## src/rtl/noc_flit_rx_buffer_pkg.sv

```systemverilog
// Shared NoC types for the flit receive path: flit layout and credit constants.
package noc_pkg;

  localparam int unsigned FLIT_WIDTH          = 128;
  localparam int unsigned DEST_WIDTH          = 6;
  localparam int unsigned CREDIT_PULSE_CYCLES = 1;

  typedef struct packed {
    logic [FLIT_WIDTH-1:0] data;
    logic [DEST_WIDTH-1:0] dest;
    logic                  is_tail;
  } flit_t;

  // Width of one stored flit {data, dest, is_tail} for arbitrary widths.
  function automatic int unsigned flit_bits(input int unsigned fw, input int unsigned dw);
    return fw + dw + 1;
  endfunction

endpackage

```

## src/rtl/noc_flit_rx_buffer_if.sv

```systemverilog
// Router-ejection ingress plus valid/ready egress of the flit receive buffer.
interface noc_flit_rx_buffer_if #(
  parameter int unsigned FLIT_WIDTH        = 128,
  parameter int unsigned DEST_WIDTH        = 6,
  parameter int unsigned FLIT_BUFFER_DEPTH = 4
);

  logic [FLIT_WIDTH-1:0]                data_in;
  logic [DEST_WIDTH-1:0]                dest_in;
  logic                                 is_tail_in;
  logic                                 send_in;
  logic                                 credit_out;
  logic                                 out_valid;
  logic                                 out_ready;
  logic [FLIT_WIDTH-1:0]                out_data;
  logic [DEST_WIDTH-1:0]                out_dest;
  logic                                 out_is_tail;
  logic [$clog2(FLIT_BUFFER_DEPTH):0]   occupancy;
  logic                                 err_overflow;

  modport slave (
    input  data_in, dest_in, is_tail_in, send_in, out_ready,
    output credit_out, out_valid, out_data, out_dest, out_is_tail, occupancy, err_overflow
  );

  modport master (
    output data_in, dest_in, is_tail_in, send_in, out_ready,
    input  credit_out, out_valid, out_data, out_dest, out_is_tail, occupancy, err_overflow
  );

endinterface

```

## src/rtl/noc_flit_rx_buffer_fifo.sv

```systemverilog
// noc_flit_fifo: 1R1W flit storage with wrapping pointers; read port is the
// combinational head slot. Occupancy tracking lives in the parent.
module noc_flit_fifo #(
  parameter int unsigned WIDTH = 135,
  parameter int unsigned DEPTH = 4
) (
  input  logic             clk,
  input  logic             rst,
  input  logic             wr_en,
  input  logic [WIDTH-1:0] wr_data,
  input  logic             rd_en,
  output logic [WIDTH-1:0] rd_data
);

  localparam int unsigned PW = $clog2(DEPTH);

  (* ramstyle = "MLAB, no_rw_check" *) logic [WIDTH-1:0] mem [DEPTH];
  logic [PW-1:0] wr_ptr;
  logic [PW-1:0] rd_ptr;

  always_ff @(posedge clk) begin
    if (rst) begin
      wr_ptr <= '0;
      rd_ptr <= '0;
    end else begin
      if (wr_en) wr_ptr <= wr_ptr + PW'(1);
      if (rd_en) rd_ptr <= rd_ptr + PW'(1);
    end
  end

  always_ff @(posedge clk) begin
    if (wr_en) mem[wr_ptr] <= wr_data;
  end

  assign rd_data = mem[rd_ptr];

endmodule

```

## src/rtl/noc_flit_rx_buffer.sv

```systemverilog
// Credit-based flit receive buffer with optional store-and-forward release.
// Optional sticky overflow detection: define NOC_FLIT_RX_OVERFLOW_CHECK_EN.
module noc_flit_rx_buffer #(
  parameter int unsigned FLIT_WIDTH        = 128,
  parameter int unsigned DEST_WIDTH        = 6,
  parameter int unsigned FLIT_BUFFER_DEPTH = 4,
  parameter bit          STORE_AND_FORWARD = 1'b0
) (
  input logic                 clk,
  input logic                 rst,
  noc_flit_rx_buffer_if.slave bus
);

  import noc_pkg::flit_bits;

  localparam int unsigned   VW   = flit_bits(FLIT_WIDTH, DEST_WIDTH);
  localparam int unsigned   CW   = $clog2(FLIT_BUFFER_DEPTH) + 1;
  localparam logic [CW-1:0] FULL = CW'(FLIT_BUFFER_DEPTH);

  logic [CW-1:0] count;
  logic [CW-1:0] pkt_cnt;
  logic          credit_q;
  logic          full;
  logic          valid;
  logic          pop;
  logic          push;
  logic [VW-1:0] wr_vec;
  logic [VW-1:0] rd_vec;

  assign full = (count == FULL);
  assign pop  = valid && bus.out_ready;
  // A full buffer still accepts when the head leaves in the same cycle.
  assign push = bus.send_in && (!full || pop);

  generate
    if (STORE_AND_FORWARD) begin : g_saf
      assign valid = (count != '0) && ((pkt_cnt != '0) || full);
    end else begin : g_cut
      assign valid = (count != '0);
    end
  endgenerate

  always_ff @(posedge clk) begin
    if (rst) begin
      count    <= '0;
      pkt_cnt  <= '0;
      credit_q <= 1'b0;
    end else begin
      credit_q <= pop;
      case ({push, pop})
        2'b10:   count <= count + CW'(1);
        2'b01:   count <= count - CW'(1);
        default: ;
      endcase
      case ({push && bus.is_tail_in, pop && bus.out_is_tail})
        2'b10:   pkt_cnt <= pkt_cnt + CW'(1);
        2'b01:   pkt_cnt <= pkt_cnt - CW'(1);
        default: ;
      endcase
    end
  end

  assign wr_vec = {bus.data_in, bus.dest_in, bus.is_tail_in};

  noc_flit_fifo #(
    .WIDTH (VW),
    .DEPTH (FLIT_BUFFER_DEPTH)
  ) u_fifo (
    .clk     (clk),
    .rst     (rst),
    .wr_en   (push),
    .wr_data (wr_vec),
    .rd_en   (pop),
    .rd_data (rd_vec)
  );

  assign {bus.out_data, bus.out_dest, bus.out_is_tail} = rd_vec;
  assign bus.out_valid  = valid;
  assign bus.credit_out = credit_q;
  assign bus.occupancy  = count;

`ifdef NOC_FLIT_RX_OVERFLOW_CHECK_EN
  logic err_q;

  always_ff @(posedge clk) begin
    if (rst) begin
      err_q <= 1'b0;
    end else if (bus.send_in && full && !pop) begin
      err_q <= 1'b1;
      $error("noc_flit_rx_buffer: flit received while full, dropped");
    end
  end

  assign bus.err_overflow = err_q;
`else
  assign bus.err_overflow = 1'b0;
`endif

endmodule

```

## src/flat_wrapper.sv

```systemverilog
// flat-port wrapper written by rule: the top's interface ports become plain ports
module noc_flit_rx_buffer_flat import noc_pkg::flit_bits;
#(
  parameter int unsigned FLIT_WIDTH        = 128,
  parameter int unsigned DEST_WIDTH        = 6,
  parameter int unsigned FLIT_BUFFER_DEPTH = 4,
  parameter bit          STORE_AND_FORWARD = 1'b0
)
  (clk, rst, bus_data_in, bus_dest_in, bus_is_tail_in, bus_send_in, bus_out_ready, bus_credit_out, bus_out_valid, bus_out_data, bus_out_dest, bus_out_is_tail, bus_occupancy, bus_err_overflow);
  noc_flit_rx_buffer_if #(.FLIT_WIDTH(FLIT_WIDTH), .DEST_WIDTH(DEST_WIDTH), .FLIT_BUFFER_DEPTH(FLIT_BUFFER_DEPTH)) bus_i ();
  input logic clk;
  input logic rst;
  input wire logic [$bits(bus_i.data_in)-1:0] bus_data_in;
  input wire logic [$bits(bus_i.dest_in)-1:0] bus_dest_in;
  input wire logic [$bits(bus_i.is_tail_in)-1:0] bus_is_tail_in;
  input wire logic [$bits(bus_i.send_in)-1:0] bus_send_in;
  input wire logic [$bits(bus_i.out_ready)-1:0] bus_out_ready;
  output wire logic [$bits(bus_i.credit_out)-1:0] bus_credit_out;
  output wire logic [$bits(bus_i.out_valid)-1:0] bus_out_valid;
  output wire logic [$bits(bus_i.out_data)-1:0] bus_out_data;
  output wire logic [$bits(bus_i.out_dest)-1:0] bus_out_dest;
  output wire logic [$bits(bus_i.out_is_tail)-1:0] bus_out_is_tail;
  output wire logic [$bits(bus_i.occupancy)-1:0] bus_occupancy;
  output wire logic [$bits(bus_i.err_overflow)-1:0] bus_err_overflow;
  assign bus_i.data_in = bus_data_in;
  assign bus_i.dest_in = bus_dest_in;
  assign bus_i.is_tail_in = bus_is_tail_in;
  assign bus_i.send_in = bus_send_in;
  assign bus_i.out_ready = bus_out_ready;
  assign bus_credit_out = bus_i.credit_out;
  assign bus_out_valid = bus_i.out_valid;
  assign bus_out_data = bus_i.out_data;
  assign bus_out_dest = bus_i.out_dest;
  assign bus_out_is_tail = bus_i.out_is_tail;
  assign bus_occupancy = bus_i.occupancy;
  assign bus_err_overflow = bus_i.err_overflow;
  noc_flit_rx_buffer #(.FLIT_WIDTH(FLIT_WIDTH), .DEST_WIDTH(DEST_WIDTH), .FLIT_BUFFER_DEPTH(FLIT_BUFFER_DEPTH), .STORE_AND_FORWARD(STORE_AND_FORWARD)) u_core (.clk(clk), .rst(rst), .bus(bus_i));
endmodule
```

## config.mk

```make
export PLATFORM = sky130hd
export DESIGN_NAME = noc_flit_rx_buffer_flat
export DESIGN_NICKNAME = d
export VERILOG_FILES = /design/src/rtl/noc_flit_rx_buffer_pkg.sv /design/src/rtl/noc_flit_rx_buffer_if.sv /design/src/rtl/noc_flit_rx_buffer_fifo.sv /design/src/rtl/noc_flit_rx_buffer.sv /design/src/flat_wrapper.sv
export SDC_FILE = /design/constraint.sdc
export NUM_CORES = 1
export LEC_CHECK = 0
export ABC_CLOCK_PERIOD_IN_PS = 6260
export BUFFER_PORTS_ARGS = -buffer_cell sky130_fd_sc_hd__buf_2
export CORE_MARGIN = 8
export CORE_UTILIZATION = 30
export CTS_CLUSTER_DIAMETER = 150
export DETAILED_ROUTE_END_ITERATION = 10
export GPL_ROUTABILITY_DRIVEN = 0
export SYNTH_ARGS = -nofsm -noshare
export SYNTH_HDL_FRONTEND = slang
export SYNTH_SLANG_ARGS = --single-unit
```

## constraint.sdc

```tcl
create_clock -name clk -period 6.26 [get_ports clk]
set_input_delay 0.626 -clock clk [delete_from_list [all_inputs] [get_ports clk]]
set_output_delay 0.626 -clock clk [all_outputs]
set_load 0.02 [all_outputs]
```

Word-level counts from Yosys, hierarchy flattened
Memories as Yosys holds them, arrays and structs flattened. A register that Yosys moved wholly into a read port is not among the register bits.
Cells that the tools add are included.
- memories kept: 1
- memory bits (writable): 540
- output and inout port bits: 141
- word-level logic and storage cells: 23
- input port bits: 139
- register bits: 8
- memories (name ; depth ; width ; read ports ; clocked after Yosys merged registers in ; wr ports ; RTL line ; RTL):
    u_core.u_fifo.mem ; 4 ; 135 ; 1 ; 1 ; 1 ; noc_flit_rx_buffer_fifo.sv:17 ; (* ramstyle = "MLAB, no_rw_check" *) logic [WIDTH-1:0] mem [DEPTH];
- mux-type cells: 5
- reductions and logical operators: 6
- equal/unequal tests: 3
- $add $sub $neg: 4
- operators by type and width (operator ; count):
    3-bit one-hot mux with 2 select lines ; 1
    2-bit by 1-bit adder with 2-bit output (second input constant) ; 2
    2-bit two-way mux ; 2
    3-bit by 1-bit adder with 3-bit output (second input constant) ; 1
    3-bit == test (second input constant) ; 1
    3-bit nonzero test ; 1
    3-bit by 1-bit subtractor with 3-bit output (second input constant) ; 1
    2-bit by 1-bit == test with 1-bit output (second input constant) ; 1
    2-bit == test (second input constant) ; 1
    1-bit logical AND ; 2
    1-bit two-way mux ; 2
    2-bit nonzero test ; 1
    1-bit zero test ; 1
    1-bit logical OR ; 1

Logic depth before layout (Yosys ltp)
Gate-level depths: netlist of the first run.
- depth in word-level cells: 6
- gate-level depth with buffers: 7
- mapped depth without buffers: 6

Modules after synthesis
From an unflattened synthesis of the first run, not the netlist that was laid out.
- cell total of the unflattened synthesis: 770
- area, all modules: 20024.2 um^2
- modules (own cells, without submodules) (module ; sequential area each (um^2) ; times used ; cells an instance ; area each (um^2)):
    noc_flit_fifo ; 16335.7 ; 1 ; 731 ; 19715.2
    noc_flit_rx_buffer ; 80.1 ; 1 ; 39 ; 309.0

Worst setup path after synthesis of the first run
OpenSTA, ideal clock, no wires.
- path kind: input port to flip-flop
- from: in bus_out_ready
- to: mem u_core.u_fifo.mem[0][0] (enable)
- path buffers: 0
- required time: 5.750 ns
- setup slack: 1.658 ns
- stages: 3
- arrival time: 4.092 ns
- library setup time: 0.510 ns
- cells stage by stage: nor4b_2 > nor2_1 > and2_1
- longest elaborated chain between the ends: 5
- RTL lines (element ; RTL line ; RTL):
    start: declaration ; flat_wrapper.sv:17 ; input wire logic [$bits(bus_i.out_ready)-1:0] bus_out_ready;
    1-bit logical AND ; noc_flit_rx_buffer.sv:31 ; assign pop = valid && bus.out_ready;
    1-bit logical OR ; noc_flit_rx_buffer.sv:33 ; assign push = bus.send_in && (!full || pop);
    1-bit logical AND ; noc_flit_rx_buffer.sv:33 ;
    1-bit two-way mux ; noc_flit_rx_buffer_fifo.sv:32 ; if (wr_en) mem[wr_ptr] <= wr_data;
    1-bit two-way mux (implied by the code) ; noc_flit_rx_buffer_fifo.sv:32 ;
    end: declaration ; noc_flit_rx_buffer_fifo.sv:17 ;
No other way between the ends.

==> flow_metrics.tcl, run 1 <==
set metrics [dict create \
    cts_tree "built" \
    critical-path-max-stage-delay_ns 0.72 \
    post-route-min-period_ns 3.44 \
    synth_cell_count_leaders "edfxtp_1 (540), mux4_2 (135), buf_2 (16)" \
    fillerInstances 6025 \
    cts-htree-levels 2 \
    yosys_register_bits 550 \
    maxCapViolCount 0 \
    dpl.cell_count 1883 \
    final_antenna_net_count 0 \
    port_buffers 278 \
    synth_fa_ha_area_frac 0.00351 \
    die_width_um 274 \
    max_slew_margin 0.372 \
    final_layout_size_suffix_gt1_frac 0.455 \
    design.portCount 280 \
    grt_setup_unrepaired "false" \
    timing.final.max_slew_violations 0 \
    vias 8950 \
    clk_path_buf_depth 3 \
    core_mm2 0.0659 \
    synth_simple_gate_area_frac 0.00639 \
    timing.critical_path.to_type "primary output" \
    fin_cells 1992 \
    clock_latency_on_the_worst_skew_pair_ns 0.59 \
    firstDrtPassIters 4 \
    fp-row-count 94 \
    synth.largest_area_cell "edfxtp_1" \
    fin_area_mm2 0.0243 \
    pwr_density_cell_mw_per_mm2 373 \
    crit_path_start_kind "register" \
    cts_hold_buffers 0 \
    number_of_nets_in_the_synthesized_netlist 909 \
    syn_inst 765 \
    avgViaCountPerCell 4.49 \
    critPathRequiredTime_ns 5.63 \
    post_synth.cell_area_avg_um2 26.1 \
    final_core_utilization 0.369 \
    post_drt_wl_per_cell_um 20.5 \
    number_of_global_route_vias_before_repair 9871 \
    final_net_count 1223 \
    synth_most_common_cell "edfxtp_1" \
    fmax_mhz 291 \
    timing.setup.critical_path_class "register to primary output" \
    global_route_wire_length_before_repair_mm 60.9 \
    hpwlAfterDp_mm 23.7 \
    final_min_period_over_clock_period 0.550 \
    synth_compound_area_frac 0.00276 \
    worstPathMaxFanout 38 \
    p_leak_nw 7.94 \
    synthTopCellsByArea "edfxtp_1 (81%), mux4_2 (15%), dfxtp_1 (1.0%), buf_2 (0.40%), ha_1 (0.25%)" \
    placedInstanceArea_mm2 0.0224 \
    synth_enable_flop_cells 540 \
    power.ir.vdd_worst_mv 0.204 \
    synthToLayoutAreaGrowth_pct 21.6 \
    grt_antenna_before_repair 9 \
    synth_top_family_by_area "multiplexers" \
    synth_warnings 0 \
    crit_path_buf_inv_count 2 \
    initial_utilization 0.303 \
    drt_iter0_drc 562 \
    crit_path_top_delay_cell "buf_4" \
    synth.top_cell.area_share 0.812 \
    grt_use_total 0.105 \
    root_buffer "clkbuf_16" \
    finClkSkew_ns 0.0186 \
    die-height_um 274 \
    regToRegSetupSlack_ns 3.52 \
    drc 0 \
    synth_xor_area_frac 0.00219 \
    globalRoute.totalOverflow 0 \
    post_synth_mux_area_share 0.153 \
    cts_buffers 58 \
    postSynth.topFlopCell "edfxtp_1" \
    outcome "finished, final reports clean" \
    design.die.area_mm2 0.0751 \
    timing.setup.tns_ns 0 \
    worst_endpoint_data_arrival_time_ns 2.82 \
    yosysSeqAreaShare 0.822 \
    tritoncts_num_sinks 550 \
    share_of_async_settable_or_async_resettable_flops_after_synthesis 0 \
    cts.reportedPaths.clkPinSlew_ns 0.06 \
    crit_path_cell_trace "buf_4 -> mux4_2 -> buf_2" \
    grt_start_max_net_pins 136 \
    final-hold-violation-count 0 \
    hp-class "primary input to register" \
    cts_setup_buffers 0 \
    worst-slew-pin-transition_ns 0.942 \
    timing.critical_path.max_delay_family "buffers and inverters" \
    synth_area_mm2 0.0200 \
    postCtsResizedCells 0 \
    finalSetupViolCount 0 \
    wirelength_mm 40.8 \
    netlist_cell_types 32 \
]
area by class of cell:
cell class	count	area, um2	area share
inverters	6	22.5	0.000927
repair buffers	287	1530	0.0632
well taps	864	1080	0.0445
diodes	7	17.5	0.000721
clock buffers	72	1530	0.0628
flip-flops and latches	550	16400	0.676
multi-input cells	176	3370	0.139
clock inverters	30	312	0.0128
kinds of logic after synthesis:
| logic type | after synthesis |
|---|---|
| flip-flops | 550 |
| multiplexers | 137 |
| buffers and inverters | 39 |
| AND/OR/NAND/NOR | 22 |
| AO/OA/AOI/OAI | 6 |
| adder cells (fa/ha/maj) | 5 |
| XOR/XNOR | 5 |
| other | 1 |
cells in the final DEF, fill, tap and decap left out, drive strengths merged:
master	Yosys	layout
xnor2	2	2
ha	4	4
and2	4	4
a221oi	1	1
or2	1	1
mux4	135	135
nand3	2	2
xor2	3	3
nor4	1	1
o31a	1	1
diode	0	7
clkbuf	9	72
buf	24	287
mux2i	1	1
edfxtp	540	540
clkinvlp	0	2
clkinv	0	19
mux2	1	1
inv	6	9
or3	1	1
nor4b	1	1
o2111ai	1	1
bufinv	0	6
fa	1	1
nand2b	1	1
nor2	7	7
conb	1	1
a31oi	2	2
nor2b	2	2
nand2	2	2
dfxtp	10	10
a211oi	1	1
per-layer routing:
layer	global-route usage	part of all wire	vias to the layer above
met4	0.0290	0.021	6
li1	-	-	3935
met3	0.0356	0.073	62
met2	0.174	0.49	248
met5	0	0.00095	-
met1	0.132	0.41	4699
path summary, 6_finish.rpt:
kind                                                            from                              endpoint  cells after the start
worst max-delay path                                        register                     bus_out_data[122]                      3
worst min-delay path                                 bus_data_in[38]    u_core.u_fifo.mem[3][45]$_DFFE_PP_                      1
worst min register to register  u_core.u_fifo.rd_ptr[1]$_SDFFE_PP0N_  u_core.u_fifo.rd_ptr[1]$_SDFFE_PP0N_                      2
worst max register to register  u_core.bus.occupancy[0]$_SDFFE_PP0P_    u_core.u_fifo.mem[1][93]$_DFFE_PP_                      4
state kept, by name, summed over array words and instances, names as in the netlist, named ones only:
signal / cells
u_core.u_fifo.mem: 540
u_core.u_fifo.wr_ptr: 2
u_core.bus.credit_out: 1
u_core.bus.occupancy: 3
u_core.u_fifo.rd_ptr: 2
worst register-to-register path, cell delays in order (launching register included):
cell	delay, ns
dfxtp_1	0.52
nor4b_2	0.12
nor2_1	0.40
and2_4	0.58
buf_4	0.71
report_power, final:
part           switching, W  internal, W
Combinational      0.000822     0.000564
Clock               0.00133      0.00196
Sequential        0.0000728      0.00429
metrics by stage:
stage | total power (W) | hold slack [ns] | setup slack (ns)
2_1_floorplan | 0.00539 | 0.485 | 1.66
3_3_place_gp | 0.00586 | 0.513 | 3.23
3_5_place_dp | 0.00588 | 0.513 | 3.22
4_1_cts | 0.00922 | 0.197 | 2.63
5_1_grt | 0.00943 | 0.208 | 2.52
6_report | 0.00905 | 0.254 | 2.82
Note: power is estimated with default switching activity, not from simulation.
==> run 2, diff against run 1 <==
- ABC_AREA: unset -> 1
- ABC_CLOCK_PERIOD_IN_PS: 6260 -> 3350
- clock period: 6.26 -> 3.35 ns (I/O delays scaled with it)
==> flow_metrics.tcl, run 2 <==
set metrics [dict create \
    clock_latency_on_the_worst_skew_pair_ns 0.60 \
    post_drt_wl_per_cell_um 19.2 \
    worst-slew-pin-transition_ns 1.22 \
    cts_setup_buffers 0 \
    largest_register_ff_count 540 \
    number_of_nets_in_the_synthesized_netlist 1518 \
    grt_use_total 0.129 \
    design.die.area_mm2 0.0770 \
    worstPathMaxFanout 59 \
    largest_register "u_core.u_fifo.mem" \
    globalRoute.totalOverflow 0 \
    cts.reportedPaths.clkPinSlew_ns 0.06 \
    post-route-min-period_ns 3.02 \
    final_antenna_net_count 0 \
    maxCapViolCount 0 \
    synth.top_cell.area_share 0.790 \
    clkPwrFrac 0.371 \
    grt_setup_unrepaired "false" \
    hold_ws_ns 0.0947 \
    final-hold-violation-count 0 \
    port_buffers 278 \
    firstDrtPassIters 5 \
    crit_path_start_kind "register" \
    finClkSkew_ns 0.0215 \
    postSynth.topFlopCell "edfxtp_1" \
    global_route_wire_length_before_repair_mm 78.5 \
    synth_area_mm2 0.0205 \
    postCtsResizedCells 0 \
    number_of_global_route_vias_before_repair 13400 \
    outcome "finished, final reports clean" \
    max_slew_margin 0.187 \
    netlist_cell_types 25 \
    worst_endpoint_data_arrival_time_ns 2.68 \
    fin_cells 2712 \
    intPower_w 0.0129 \
    root_buffer "clkbuf_16" \
    design.portCount 280 \
    p_leak_nw 9.08 \
    syn_inst 1374 \
    finalSetupViolCount 0 \
    synth_most_common_cell "edfxtp_1" \
    yosys_register_bits 550 \
    synth.largest_area_cell "edfxtp_1" \
    dpl.cell_count 2466 \
    final_net_count 1925 \
    cts_tree "built" \
    timing.final.max_slew_violations 0 \
    timing.setup.critical_path_class "register to primary output" \
    wirelength_mm 52.0 \
    synth_cell_count_leaders "edfxtp_1 (540), nor2_1 (281), o21ai_0 (228)" \
    final_min_period_over_clock_period 0.901 \
    drt_iter0_drc 1002 \
    p_sw_w 0.00494 \
    yosysSeqAreaShare 0.800 \
    netSwitchingFraction 0.277 \
    pwr_density_cell_mw_per_mm2 682 \
    synth_warnings 0 \
    vias 13000 \
    most-common-layout-cells "edfxtp_1 (540), buf_2 (278), nor2_1 (277)" \
    clk_path_buf_depth 3 \
    final_layout_size_suffix_gt1_frac 0.220 \
    power.ir.vdd_worst_mv 0.501 \
    synth_enable_flop_cells 540 \
    timing.critical_path.to_type "primary output" \
    core_mm2 0.0682 \
    drc 0 \
    final_core_utilization 0.383 \
    tritoncts_num_sinks 550 \
    grt_antenna_before_repair 3 \
    synthTopCellsByArea "edfxtp_1 (79%), o21ai_0 (5.6%), nor2_1 (5.1%), o22ai_1 (4.1%), buf_6 (1.2%)" \
    synthToLayoutAreaGrowth_pct 27.4 \
    share_of_async_settable_or_async_resettable_flops_after_synthesis 0 \
    hpwlAfterDp_mm 28.1 \
    seq_power_share 0.453 \
    initial_utilization 0.301 \
    cts_buffers 59 \
    power.combinational.fraction 0.177 \
    die-height_um 278 \
    hp-class "primary input to register" \
    fp-row-count 96 \
    avgViaCountPerCell 4.81 \
    post_synth.cell_area_avg_um2 14.9 \
    fmax_mhz 331 \
    cts-htree-levels 2 \
    grt_start_max_net_pins 187 \
    die_width_um 278 \
    critPathRequiredTime_ns 3.01 \
    most_common_cell_after_layout_fill_and_taps_aside "edfxtp_1" \
    cts_hold_buffers 136 \
]
## run 2: cells by family (layout without fill, tap and decap cells)
kind of cell | count (synthesis) | after routing | share of synthesized area
DFF | 550 | 550 | 0.800
AOI/OAI and AO/OA | 419 | 419 | 0.111
and+or+nand+nor | 292 | 292 | 0.0537
buffers and inverters | 107 | 559 | 0.0318
adders and majority gates | 5 | 5 | 0.00341
other | 1 | 5 | 0.000183
## run 2: area by class of cell
class,instances,area [um2]
clock inverters,40,445
clock buffers,66,1550
well taps,882,1100
repair buffers,435,3050
multi-input cells,717,3490
flip-flops and latches,550,16400
diodes,4,10.0
fillers,6328,42100
inverters,18,77.6
## run 2: power groups by stage
stage	sequential (W)	combinational [W]	clock, W
finish	0.00807	0.00315	0.00661
floorplan	0.00823	0.00198	0
detailed placement	0.00822	0.00306	0
global placement	0.00820	0.00301	0
global route	0.00810	0.00344	0.00704
CTS	0.00807	0.00321	0.00678
## run 2: final timing paths
kind | endpoint | start | slack (ns) | cells after the start
hold reg to reg | register | u_core.u_fifo.rd_ptr[1]$_SDFFE_PP0N_ | 0.47 | 2
hold / removal | u_core.bus.credit_out$_SDFF_PP0_ | bus_out_ready | 0.09 | 3
setup reg to reg | u_core.u_fifo.mem[0][43]$_DFFE_PP_ | u_core.bus.occupancy[1]$_SDFFE_PP0P_ | 1.15 | 5
setup / recovery | bus_out_data[94] | register | 0.33 | 4
## run 2: worst max-delay path: stages (launching register included)
cell,delay (ns)
dfxtp_4,0.60
buf_4,0.60
o21ai_0,0.19
o22ai_1,0.33
buf_2,0.23
## run 2: layer usage
layer  GRT usage  vias up  share of wire
met3      0.0358       94          0.075
met5           0        -        0.00019
met2       0.217      457           0.48
met4      0.0344        2          0.022
met1       0.163     6479           0.43
li1            -     6011              -
## run 2: metrics by stage
| stage | area, um2 | TNS (ns) | total power (W) | setup WS (ns) |
|---|---|---|---|---|
| floorplan | 20500 | -767.50 | 0.0102 | -1.42 |
| global placement | 22800 | 0 | 0.0112 | 0.886 |
| detailed placement | 22800 | 0 | 0.0113 | 0.849 |
| CTS | 26100 | 0 | 0.0181 | 0.178 |
| global route | 26100 | 0 | 0.0186 | 0.135 |
| finish | 26100 | 0 | 0.0178 | 0.331 |
==> run 3, diff against run 2 <==
- CTS_CLUSTER_DIAMETER: 150 -> unset
- REMOVE_ABC_BUFFERS: unset -> 1
==> flow_metrics.tcl, run 3 (synthesis results as in run 2) <==
set metrics [dict create \
    outcome "finished, final reports clean" \
    postCtsResizedCells 0 \
    intPower_w 0.0124 \
    finalSetupViolCount 0 \
    timing.setup.tns_ns 0 \
    worstReg2RegStart "u_core.bus.occupancy[1]$_SDFFE_PP0P_" \
    holdCritStartpoint "bus_out_ready" \
    critical-path-max-stage-delay_ns 0.47 \
    tritoncts_num_sinks 550 \
    synthToLayoutAreaGrowth_pct 27.0 \
    crit_path_cell_trace "inv_4 -> buf_12 -> o21ai_1 -> o22ai_1 -> buf_2" \
    grt_antenna_before_repair 3 \
    p_leak_nw 9.02 \
    netSwitchingFraction 0.283 \
    power.combinational.fraction 0.182 \
    clock_latency_on_the_worst_skew_pair_ns 0.59 \
    worst_endpoint_data_arrival_time_ns 2.39 \
    grt_start_max_net_pins 165 \
    firstDrtPassIters 5 \
    grt_setup_unrepaired "false" \
    power.ir.vdd_worst_mv 0.427 \
    largest_register "u_core.u_fifo.mem" \
    timing.critical_path.max_delay_family "buffers and inverters" \
    most-common-layout-cells "edfxtp_1 (540), buf_2 (278), nor2_1 (277)" \
    critPathRequiredTime_ns 3.01 \
    hold_ws_ns 0.0936 \
    largest_register_ff_count 540 \
    core_mm2 0.0682 \
    port_buffers 278 \
    max_slew_margin 0.490 \
    timing.setup.critical_path_class "register to primary output" \
    cts_hold_buffers 136 \
    cts_tree "built" \
    maxCapViolCount 0 \
    global_route_wire_length_before_repair_mm 77.7 \
    post-route-min-period_ns 2.72 \
    root_buffer "clkbuf_16" \
    hpwlAfterDp_mm 28.5 \
    drc 0 \
    cts_buffers 57 \
    worstPathMaxFanout 65 \
    fp-row-count 96 \
    crit_path_start_kind "register" \
    final-hold-violation-count 0 \
    cts.reportedPaths.clkPinSlew_ns 0.06 \
    initial_utilization 0.301 \
    crit_path_buf_inv_count 3 \
    cts-htree-levels 2 \
    pwr_density_cell_mw_per_mm2 663 \
    vias 12800 \
    grt_use_total 0.128 \
    die-height_um 278 \
    final_antenna_net_count 0 \
    seq_power_share 0.467 \
    fmax_mhz 367 \
    final_layout_size_suffix_gt1_frac 0.220 \
    post_drt_wl_per_cell_um 18.7 \
    globalRoute.totalOverflow 0 \
    timing.final.max_slew_violations 0 \
    design.portCount 280 \
    cts_setup_buffers 0 \
    timing.critical_path.to_type "primary output" \
    hp-class "primary input to register" \
    worst-slew-pin-transition_ns 0.765 \
    clk_path_buf_depth 3 \
    final_min_period_over_clock_period 0.813 \
    avgViaCountPerCell 4.72 \
    p_sw_w 0.00489 \
    number_of_global_route_vias_before_repair 13400 \
    final_net_count 1926 \
    crit_path_top_delay_cell "dfxtp_4" \
    most_common_cell_after_layout_fill_and_taps_aside "edfxtp_1" \
    die_width_um 278 \
    clkPwrFrac 0.351 \
    wirelength_mm 50.7 \
    design.die.area_mm2 0.0770 \
    fillerInstances 6323 \
    drt_iter0_drc 869 \
    finClkSkew_ns 0.0206 \
]
## run 3: tightest hold or removal path, delay by kind of cell
kind / cells / cell delay, ns
buffers and inverters: 1 / 0.13
and+or+nand+nor: 2 / 0.17
## run 3: metal layers
metal | GRT usage | share of wire | vias up | wire (um)
li1 | - | - | 6024 | -
met1 | 0.157 | 0.42 | 6315 | 21200
met2 | 0.220 | 0.50 | 362 | 25200
met3 | 0.0328 | 0.062 | 82 | 3130
met4 | 0.0360 | 0.022 | 4 | 1100
met5 | 0 | 0.00051 | - | 26
## run 3: worst paths after layout
check	end	slack, ns	cells past startpoint
worst max-delay path	bus_out_data[80]	0.63	5
worst max register to register	u_core.u_fifo.mem[2][30]$_DFFE_PP_	1.28	5
worst min-delay path	u_core.bus.credit_out$_SDFF_PP0_	0.09	3
worst min register to register	register	0.49	2
## run 3: metrics by stage
step                      utilization  cell area [um2]  std cells  worst slack, ns  power (W)
after global routing            0.382            26100       2709            0.393     0.0180
after global placement          0.335            22900       2469             1.18     0.0112
after floorplan                     -            19900       1285            -3.70     0.0101
after CTS                       0.382            26100       2709            0.487     0.0175
final                           0.382            26100       2710            0.628     0.0173
after detailed placement        0.335            22900       2469             1.15     0.0113
## run 3: cell type report
class / count / area (um2) / share of cell area
flip-flops and latches: 550 / 16400 / 0.630
well taps: 882 / 1100 / 0.0423
inverters: 18 / 77.6 / 0.00298
repair buffers: 438 / 3150 / 0.121
diodes: 1 / 2.50 / 0.0000960
multi-input cells: 717 / 3490 / 0.134
clock buffers: 71 / 1560 / 0.0599
clock inverters: 33 / 262 / 0.0100
## run 3: power groups by stage
stage | Sequential, W | Clock [W] | Combinational [W]
3_3_place_gp | 0.00820 | 0 | 0.00303
2_1_floorplan | 0.00840 | 0 | 0.00167
6_report | 0.00807 | 0.00607 | 0.00315
5_1_grt | 0.00809 | 0.00650 | 0.00345
4_1_cts | 0.00807 | 0.00625 | 0.00323
3_5_place_dp | 0.00821 | 0 | 0.00308
